$ cat src/rtl/multicycle_control_fsm_if.sv
// multicycle_control_fsm_if: handshake and strobe bundle between the multicycle controller and its datapath
// Ports (master = controller side):
//   run, opcode, mem_ready          -> controller inputs
//   datapath strobes, alu_src_b, alu_op, pc_source -> controller outputs
//   state, instr_done, instr_count, error           -> controller status outputs
interface multicycle_control_fsm_if #(parameter int CNT_W = 32);
    logic             run;
    logic [5:0]       opcode;
    logic             mem_ready;
    logic             pc_write;
    logic             pc_write_cond;
    logic             i_or_d;
    logic             mem_read;
    logic             mem_write;
    logic             ir_write;
    logic             mem_2_reg;
    logic             reg_dst;
    logic             reg_write;
    logic             alu_src_a;
    logic [1:0]       alu_src_b;
    logic [1:0]       alu_op;
    logic [1:0]       pc_source;
    logic [3:0]       state;
    logic             instr_done;
    logic [CNT_W-1:0] instr_count;
    logic             error;
    modport master (
        input  run, opcode, mem_ready,
        output pc_write, pc_write_cond, i_or_d, mem_read, mem_write, ir_write,
               mem_2_reg, reg_dst, reg_write, alu_src_a, alu_src_b, alu_op,
               pc_source, state, instr_done, instr_count, error
    );
    modport slave (
        output run, opcode, mem_ready,
        input  pc_write, pc_write_cond, i_or_d, mem_read, mem_write, ir_write,
               mem_2_reg, reg_dst, reg_write, alu_src_a, alu_src_b, alu_op,
               pc_source, state, instr_done, instr_count, error
    );
endinterface

$ cat src/rtl/multicycle_control_fsm.sv
// multicycle_control_fsm: multicycle MIPS sequencer with memory stall, retire counter and sticky error trap
// Ports:
//   clk  - rising-edge clock
//   arst - asynchronous active-high reset
//   bus  - multicycle_control_fsm_if.master (run/opcode/mem_ready in; strobes and status out)
module multicycle_control_fsm #(
    parameter int TIMEOUT = 16,
    parameter int CNT_W   = 32
) (
    input logic                   clk,
    input logic                   arst,
    multicycle_control_fsm_if.master bus
);
    localparam int WW = (TIMEOUT > 1) ? $clog2(TIMEOUT + 1) : 1;

    typedef enum logic [3:0] {
        IDLE      = 4'd0,
        FETCH     = 4'd1,
        DECODE    = 4'd2,
        MEM_ADDR  = 4'd3,
        MEM_READ  = 4'd4,
        MEM_WB    = 4'd5,
        MEM_WRITE = 4'd6,
        R_EXEC    = 4'd7,
        R_WB      = 4'd8,
        BRANCH    = 4'd9,
        JUMP      = 4'd10,
        ADDI_EXEC = 4'd11,
        ADDI_WB   = 4'd12,
        ERROR     = 4'd15
    } state_t;

    state_t           state_q, state_d;
    logic [WW-1:0]    wait_q, wait_d;
    logic [CNT_W-1:0] count_q, count_d;
    logic             mem_st, timeout, done;

    always_comb begin
        mem_st  = state_q inside {FETCH, MEM_READ, MEM_WRITE};
        // mem_ready in the expiring cycle wins, so the timeout only fires on a low cycle
        timeout = (TIMEOUT > 0) && mem_st && !bus.mem_ready && (wait_q == WW'(TIMEOUT - 1));
        done    = (state_q inside {MEM_WB, R_WB, BRANCH, JUMP, ADDI_WB}) ||
                  (state_q == MEM_WRITE && bus.mem_ready);
        state_d = state_q;
        case (state_q)
            IDLE:      state_d = bus.run ? FETCH : IDLE;
            FETCH:     state_d = bus.mem_ready ? DECODE : FETCH;
            DECODE: begin
                case (bus.opcode)
                    6'h23, 6'h2B: state_d = MEM_ADDR;
                    6'h00:        state_d = R_EXEC;
                    6'h04:        state_d = BRANCH;
                    6'h02:        state_d = JUMP;
                    6'h08:        state_d = ADDI_EXEC;
                    default:      state_d = ERROR;
                endcase
            end
            MEM_ADDR:  state_d = (bus.opcode == 6'h2B) ? MEM_WRITE : MEM_READ;
            MEM_READ:  state_d = bus.mem_ready ? MEM_WB : MEM_READ;
            R_EXEC:    state_d = R_WB;
            ADDI_EXEC: state_d = ADDI_WB;
            MEM_WB, MEM_WRITE, R_WB, BRANCH, JUMP, ADDI_WB: state_d = state_q;
            default:   state_d = ERROR;
        endcase
        if (done)
            state_d = bus.run ? FETCH : IDLE;
        if (timeout)
            state_d = ERROR;
        // any state change restarts the wait count, which covers every entry into a memory state
        wait_d  = (state_d != state_q) ? '0 :
                  (mem_st && !bus.mem_ready) ? wait_q + 1'b1 : wait_q;
        count_d = done ? count_q + 1'b1 : count_q;
    end

    always_ff @(posedge clk or posedge arst) begin
        if (arst) begin
            state_q <= IDLE;
            wait_q  <= '0;
            count_q <= '0;
        end else begin
            state_q <= state_d;
            wait_q  <= wait_d;
            count_q <= count_d;
        end
    end

    always_comb begin
        bus.pc_write      = 1'b0;
        bus.pc_write_cond = 1'b0;
        bus.i_or_d        = 1'b0;
        bus.mem_read      = 1'b0;
        bus.mem_write     = 1'b0;
        bus.ir_write      = 1'b0;
        bus.mem_2_reg     = 1'b0;
        bus.reg_dst       = 1'b0;
        bus.reg_write     = 1'b0;
        bus.alu_src_a     = 1'b0;
        bus.alu_src_b     = 2'b00;
        bus.alu_op        = 2'b00;
        bus.pc_source     = 2'b00;
        case (state_q)
            FETCH: begin
                bus.mem_read  = 1'b1;
                bus.alu_src_b = 2'b01;
                bus.ir_write  = bus.mem_ready;
                bus.pc_write  = bus.mem_ready;
            end
            DECODE:    bus.alu_src_b = 2'b11;
            MEM_ADDR, ADDI_EXEC: begin
                bus.alu_src_a = 1'b1;
                bus.alu_src_b = 2'b10;
            end
            MEM_READ: begin
                bus.mem_read = 1'b1;
                bus.i_or_d   = 1'b1;
            end
            MEM_WB: begin
                bus.reg_write = 1'b1;
                bus.mem_2_reg = 1'b1;
            end
            MEM_WRITE: begin
                bus.mem_write = 1'b1;
                bus.i_or_d    = 1'b1;
            end
            R_EXEC: begin
                bus.alu_src_a = 1'b1;
                bus.alu_op    = 2'b10;
            end
            R_WB: begin
                bus.reg_write = 1'b1;
                bus.reg_dst   = 1'b1;
            end
            BRANCH: begin
                bus.alu_src_a     = 1'b1;
                bus.alu_op        = 2'b01;
                bus.pc_write_cond = 1'b1;
                bus.pc_source     = 2'b01;
            end
            JUMP: begin
                bus.pc_write  = 1'b1;
                bus.pc_source = 2'b10;
            end
            ADDI_WB:   bus.reg_write = 1'b1;
            default:   bus.pc_write = 1'b0;
        endcase
        bus.state       = state_q;
        bus.instr_done  = done;
        bus.instr_count = count_q;
        bus.error       = (state_q == ERROR);
    end
endmodule

$ cat src/flat_wrapper.sv
// flat-port wrapper written by rule: the top's interface ports become plain ports
module multicycle_control_fsm_flat 
#(
    parameter int TIMEOUT = 16,
    parameter int CNT_W   = 32
)
  (clk, arst, bus_run, bus_opcode, bus_mem_ready, bus_pc_write, bus_pc_write_cond, bus_i_or_d, bus_mem_read, bus_mem_write, bus_ir_write, bus_mem_2_reg, bus_reg_dst, bus_reg_write, bus_alu_src_a, bus_alu_src_b, bus_alu_op, bus_pc_source, bus_state, bus_instr_done, bus_instr_count, bus_error);
  multicycle_control_fsm_if #(.CNT_W(CNT_W)) bus_i ();
  input logic clk;
  input logic arst;
  input wire logic [$bits(bus_i.run)-1:0] bus_run;
  input wire logic [$bits(bus_i.opcode)-1:0] bus_opcode;
  input wire logic [$bits(bus_i.mem_ready)-1:0] bus_mem_ready;
  output wire logic [$bits(bus_i.pc_write)-1:0] bus_pc_write;
  output wire logic [$bits(bus_i.pc_write_cond)-1:0] bus_pc_write_cond;
  output wire logic [$bits(bus_i.i_or_d)-1:0] bus_i_or_d;
  output wire logic [$bits(bus_i.mem_read)-1:0] bus_mem_read;
  output wire logic [$bits(bus_i.mem_write)-1:0] bus_mem_write;
  output wire logic [$bits(bus_i.ir_write)-1:0] bus_ir_write;
  output wire logic [$bits(bus_i.mem_2_reg)-1:0] bus_mem_2_reg;
  output wire logic [$bits(bus_i.reg_dst)-1:0] bus_reg_dst;
  output wire logic [$bits(bus_i.reg_write)-1:0] bus_reg_write;
  output wire logic [$bits(bus_i.alu_src_a)-1:0] bus_alu_src_a;
  output wire logic [$bits(bus_i.alu_src_b)-1:0] bus_alu_src_b;
  output wire logic [$bits(bus_i.alu_op)-1:0] bus_alu_op;
  output wire logic [$bits(bus_i.pc_source)-1:0] bus_pc_source;
  output wire logic [$bits(bus_i.state)-1:0] bus_state;
  output wire logic [$bits(bus_i.instr_done)-1:0] bus_instr_done;
  output wire logic [$bits(bus_i.instr_count)-1:0] bus_instr_count;
  output wire logic [$bits(bus_i.error)-1:0] bus_error;
  assign bus_i.run = bus_run;
  assign bus_i.opcode = bus_opcode;
  assign bus_i.mem_ready = bus_mem_ready;
  assign bus_pc_write = bus_i.pc_write;
  assign bus_pc_write_cond = bus_i.pc_write_cond;
  assign bus_i_or_d = bus_i.i_or_d;
  assign bus_mem_read = bus_i.mem_read;
  assign bus_mem_write = bus_i.mem_write;
  assign bus_ir_write = bus_i.ir_write;
  assign bus_mem_2_reg = bus_i.mem_2_reg;
  assign bus_reg_dst = bus_i.reg_dst;
  assign bus_reg_write = bus_i.reg_write;
  assign bus_alu_src_a = bus_i.alu_src_a;
  assign bus_alu_src_b = bus_i.alu_src_b;
  assign bus_alu_op = bus_i.alu_op;
  assign bus_pc_source = bus_i.pc_source;
  assign bus_state = bus_i.state;
  assign bus_instr_done = bus_i.instr_done;
  assign bus_instr_count = bus_i.instr_count;
  assign bus_error = bus_i.error;
  multicycle_control_fsm #(.TIMEOUT(TIMEOUT), .CNT_W(CNT_W)) u_core (.clk(clk), .arst(arst), .bus(bus_i));
endmodule
$ cat config.mk
export PLATFORM = sky130hd
export DESIGN_NAME = multicycle_control_fsm_flat
export DESIGN_NICKNAME = d
export VERILOG_FILES = /design/src/rtl/multicycle_control_fsm_if.sv /design/src/rtl/multicycle_control_fsm.sv /design/src/flat_wrapper.sv
export SDC_FILE = /design/constraint.sdc
export NUM_CORES = 1
export LEC_CHECK = 0
export ABC_CLOCK_PERIOD_IN_PS = 1800
export CORE_AREA = 2 2 97 90
export DETAILED_ROUTE_END_ITERATION = 10
export DIE_AREA = 0 0 99 92
export GPL_TIMING_DRIVEN = 0
export SLEW_MARGIN = 0
export SYNTH_ARGS = -nofsm -noshare
export SYNTH_HDL_FRONTEND = slang
export SYNTH_SLANG_ARGS = --single-unit
$ cat constraint.sdc
create_clock -name clk -period 1.8 [get_ports clk]
set_input_delay 0.45 -clock clk [delete_from_list [all_inputs] [get_ports clk]]
set_output_delay 0.45 -clock clk [all_outputs]
set_load 0.01 [all_outputs]
==> impl_metrics.tcl <==
set metrics [dict create \
    gp_congestion 0.842 \
    crit_buf_inv 1 \
    antenna_found_initial 0 \
    slew_headroom_pct 42.6 \
    crit_path_cell_trace "clkdlybuf4s50_1 > nor4_4 > a31oi_1 > a41o_1 > o311a_1 > o2111ai_4 > nor2_1" \
    grt_use_total_pct 14.3 \
    vias 2344 \
    finalClockSkew_ns 0.00619 \
    rows 32 \
    grt_busiest_layer "met2" \
    timing.fmax_mhz 493 \
    tightest_slew_ns 0.859 \
    layout_worst_path_cycle_share_pct 113 \
    crit_slowest_cell "clkdlybuf4s50_1" \
    hpwl_mm 4.41 \
    p_leak_uw 0.00170 \
    diodes 0 \
    clkTransAtPathRegs_ns 0.08 \
    fin_tns_setup_ns -3.18 \
    cp_max_fo 5 \
    postSynthNetCount 271 \
    clockBufferDepth 2 \
    ys_types 56 \
    period_needed_ns 2.03 \
    io_buffers 63 \
    critPathArrivalTime_ns 2.19 \
    area_delta_synth_final_pct 59.4 \
    stdcell_area_um2 3900 \
    required_ns 1.97 \
    synth_seq_cells 41 \
    power_uw 4790 \
    hold_slack_ns 0.482 \
    drt-vias-per-instance 5.05 \
    dpl_worst_slack_ns -1.07 \
    reg2regPathDepth 8 \
    cts_buffers 5 \
    gr-usage-met1_pct 19.6 \
    syn_avg_cell_area_um2 9.48 \
    slowest_delay_ns 0.47 \
    routedWlPerCell_um 14.6 \
    ys_warn_count 0 \
    hold_path.class "reg2reg" \
    ant_nets 0 \
    violations "setup timing" \
    hold_depth 1 \
    netlist_instances 258 \
    io_pins 64 \
    peakVddDrop_mv 0.436 \
    fin_nets 375 \
    hold_viol 0 \
    core_um2 8210 \
    met2_usage_pct 22.6 \
    drv_slew 0 \
    cts_tree "done" \
    synthFlopType "dfrtp_1" \
    wl_mm 6.79 \
    worstSetupPathType "in2reg" \
    dieWidth_um 99 \
    met3_usage_pct 3.73 \
    path_delay_family "compound AO/OA/AOI/OAI gates" \
    start_kind "input pin" \
    endpoint_kind "flop" \
    crit_cells 7 \
    fp.dieH_um 92 \
    clk_latency_ns 0.28 \
    grt_pass1_vias 2226 \
    dr.pass1.iters 4 \
    p_per_area_nw_per_um2 1230 \
    status "finished, violations left" \
    htree_levels 2 \
    grt_max_degree 42 \
    grt_overflow_total 0 \
    first_iter_violations 146 \
    drive_above_1_share_pct 39.5 \
    synth_edf_count 0 \
    design.die.area_um2 9110 \
    ys_seq_area_share_pct 42.0 \
    async_flop_share_pct 100 \
    setup_viol 40 \
    rsz0062_at_grt "yes" \
    syn_area_um2 2440 \
    initial_core_util_pct 29.8 \
    drcViolationCount 0 \
    cts_root_buf "clkbuf_8" \
    fillers 760 \
    grt_pass1_wl_mm 10.7 \
    fin_ws_ns -0.226 \
    max_cap_viol_count 0 \
    place_area_um2 3240 \
    cts.sinks 41 \
]
## cell usage after synthesis, types with 4 or more instances
cell type / number / area share, %
a21oi_1: 7 / 1.4
and2_1: 4 / 1.0
and3_1: 10 / 2.6
buf_2: 5 / 1.0
dfrtp_1: 41 / 42
inv_1: 10 / 1.5
nand2_1: 15 / 2.3
nand3_1: 14 / 2.9
nand4_1: 8 / 2.0
nor2_1: 32 / 4.9
nor3_1: 7 / 1.4
o21a_1: 4 / 1.2
o21ai_0: 4 / 0.82
or2_2: 4 / 1.0
xnor2_1: 24 / 8.6
xor2_1: 12 / 4.3
## sequential cells by signal, summed over array words and instances, names as in the netlist
signal / flops
u_core.bus.instr_count: 32
u_core.wait_q: 5
u_core.bus.state: 4
## cell type report
type                            instances  area, µm²  area share, %
Timing Repair Buffer                   98        898           23.0
Clock buffer                            7       86.3           2.22
Tap cell                              102        128           3.27
Sequential cell                        41       1030           26.5
Buffer                                 11        130           3.34
Inverter                               10       48.8           1.25
Multi-Input combinational cell        195       1580           40.4
## placed cells by master (no fill, tap or decap), types with 3 or more instances in the layout
cell              n
clkbuf_8          6
inv_1             5
nand2_1           8
nand3_1           6
dlygate4sd2_1     3
buf_2            11
xnor2_1          24
buf_4            25
o21a_1            4
nor2_2            5
xor2_1           12
nor2_4            9
dfrtp_2           4
dlymetal6s2s_1    3
clkdlybuf4s50_1  37
nand4_1           8
and2_1            3
nand2_2           5
ha_1              3
and3_1            9
buf_6            25
nor3_1            5
mux2_2            3
a21oi_1           5
dfrtp_1          37
or2_4             3
nand3_2           7
nor2_1           22
## what timing repair did
action / in CTS / in global routing
pin swaps: 10 / 23
setup endpoints to repair: 54 / 60
gates resized for setup: 139 / 48
hold buffers: 0 / 0
setup buffers: 22 / 14
## cell families (layout without fill, tap and decap cells)
family / Yosys count / count (layout) / share of synthesized area, %
flip-flops: 41 / 41 / 42.0
buffers and inverters: 22 / 126 / 4.55
AO/OA/AOI/OAI: 37 / 37 / 11.9
adder cells (fa/ha/maj): 4 / 4 / 1.94
AND/OR/NAND/NOR: 114 / 114 / 25.0
multiplexers: 4 / 4 / 1.79
XOR/XNOR: 36 / 36 / 12.9
## through the flow
step                      utilization, %  instances
after floorplan                        -        258
after global placement              39.5        423
after detailed placement            39.5        423
after CTS                           44.6        452
after global routing                47.5        464
final                               47.5        464
## power by group
group | switching (µW) | internal, µW
clock | 293 | 304
combinational | 1470 | 1560
sequential | 122 | 1040
total | 1890 | 2910
## path summary, 6_finish.rpt
path                                            start                    endpoint  slack (ns)
hold reg to reg            u_core.bus.instr_count[31]  u_core.bus.instr_count[31]        0.48
setup reg to reg                  u_core.bus.state[2]            u_core.wait_q[1]       -0.22
setup / recovery                        bus_opcode[0]            u_core.wait_q[1]       -0.23
hold / removal             u_core.bus.instr_count[31]  u_core.bus.instr_count[31]        0.48
max in group asynchronous                        arst         u_core.bus.state[0]        0.54
min in group asynchronous                        arst  u_core.bus.instr_count[14]        0.66
## per-layer routing
layer / part of all wire [%] / wire length, µm / up-vias
met5: 0 / 0 / -
met4: 0.93 / 63 / 0
met3: 4.3 / 291 / 4
met2: 49 / 3300 / 47
met1: 46 / 3130 / 1188
li1: - / - / 1105
No activity file was read; power rests on OpenSTA's default activity.
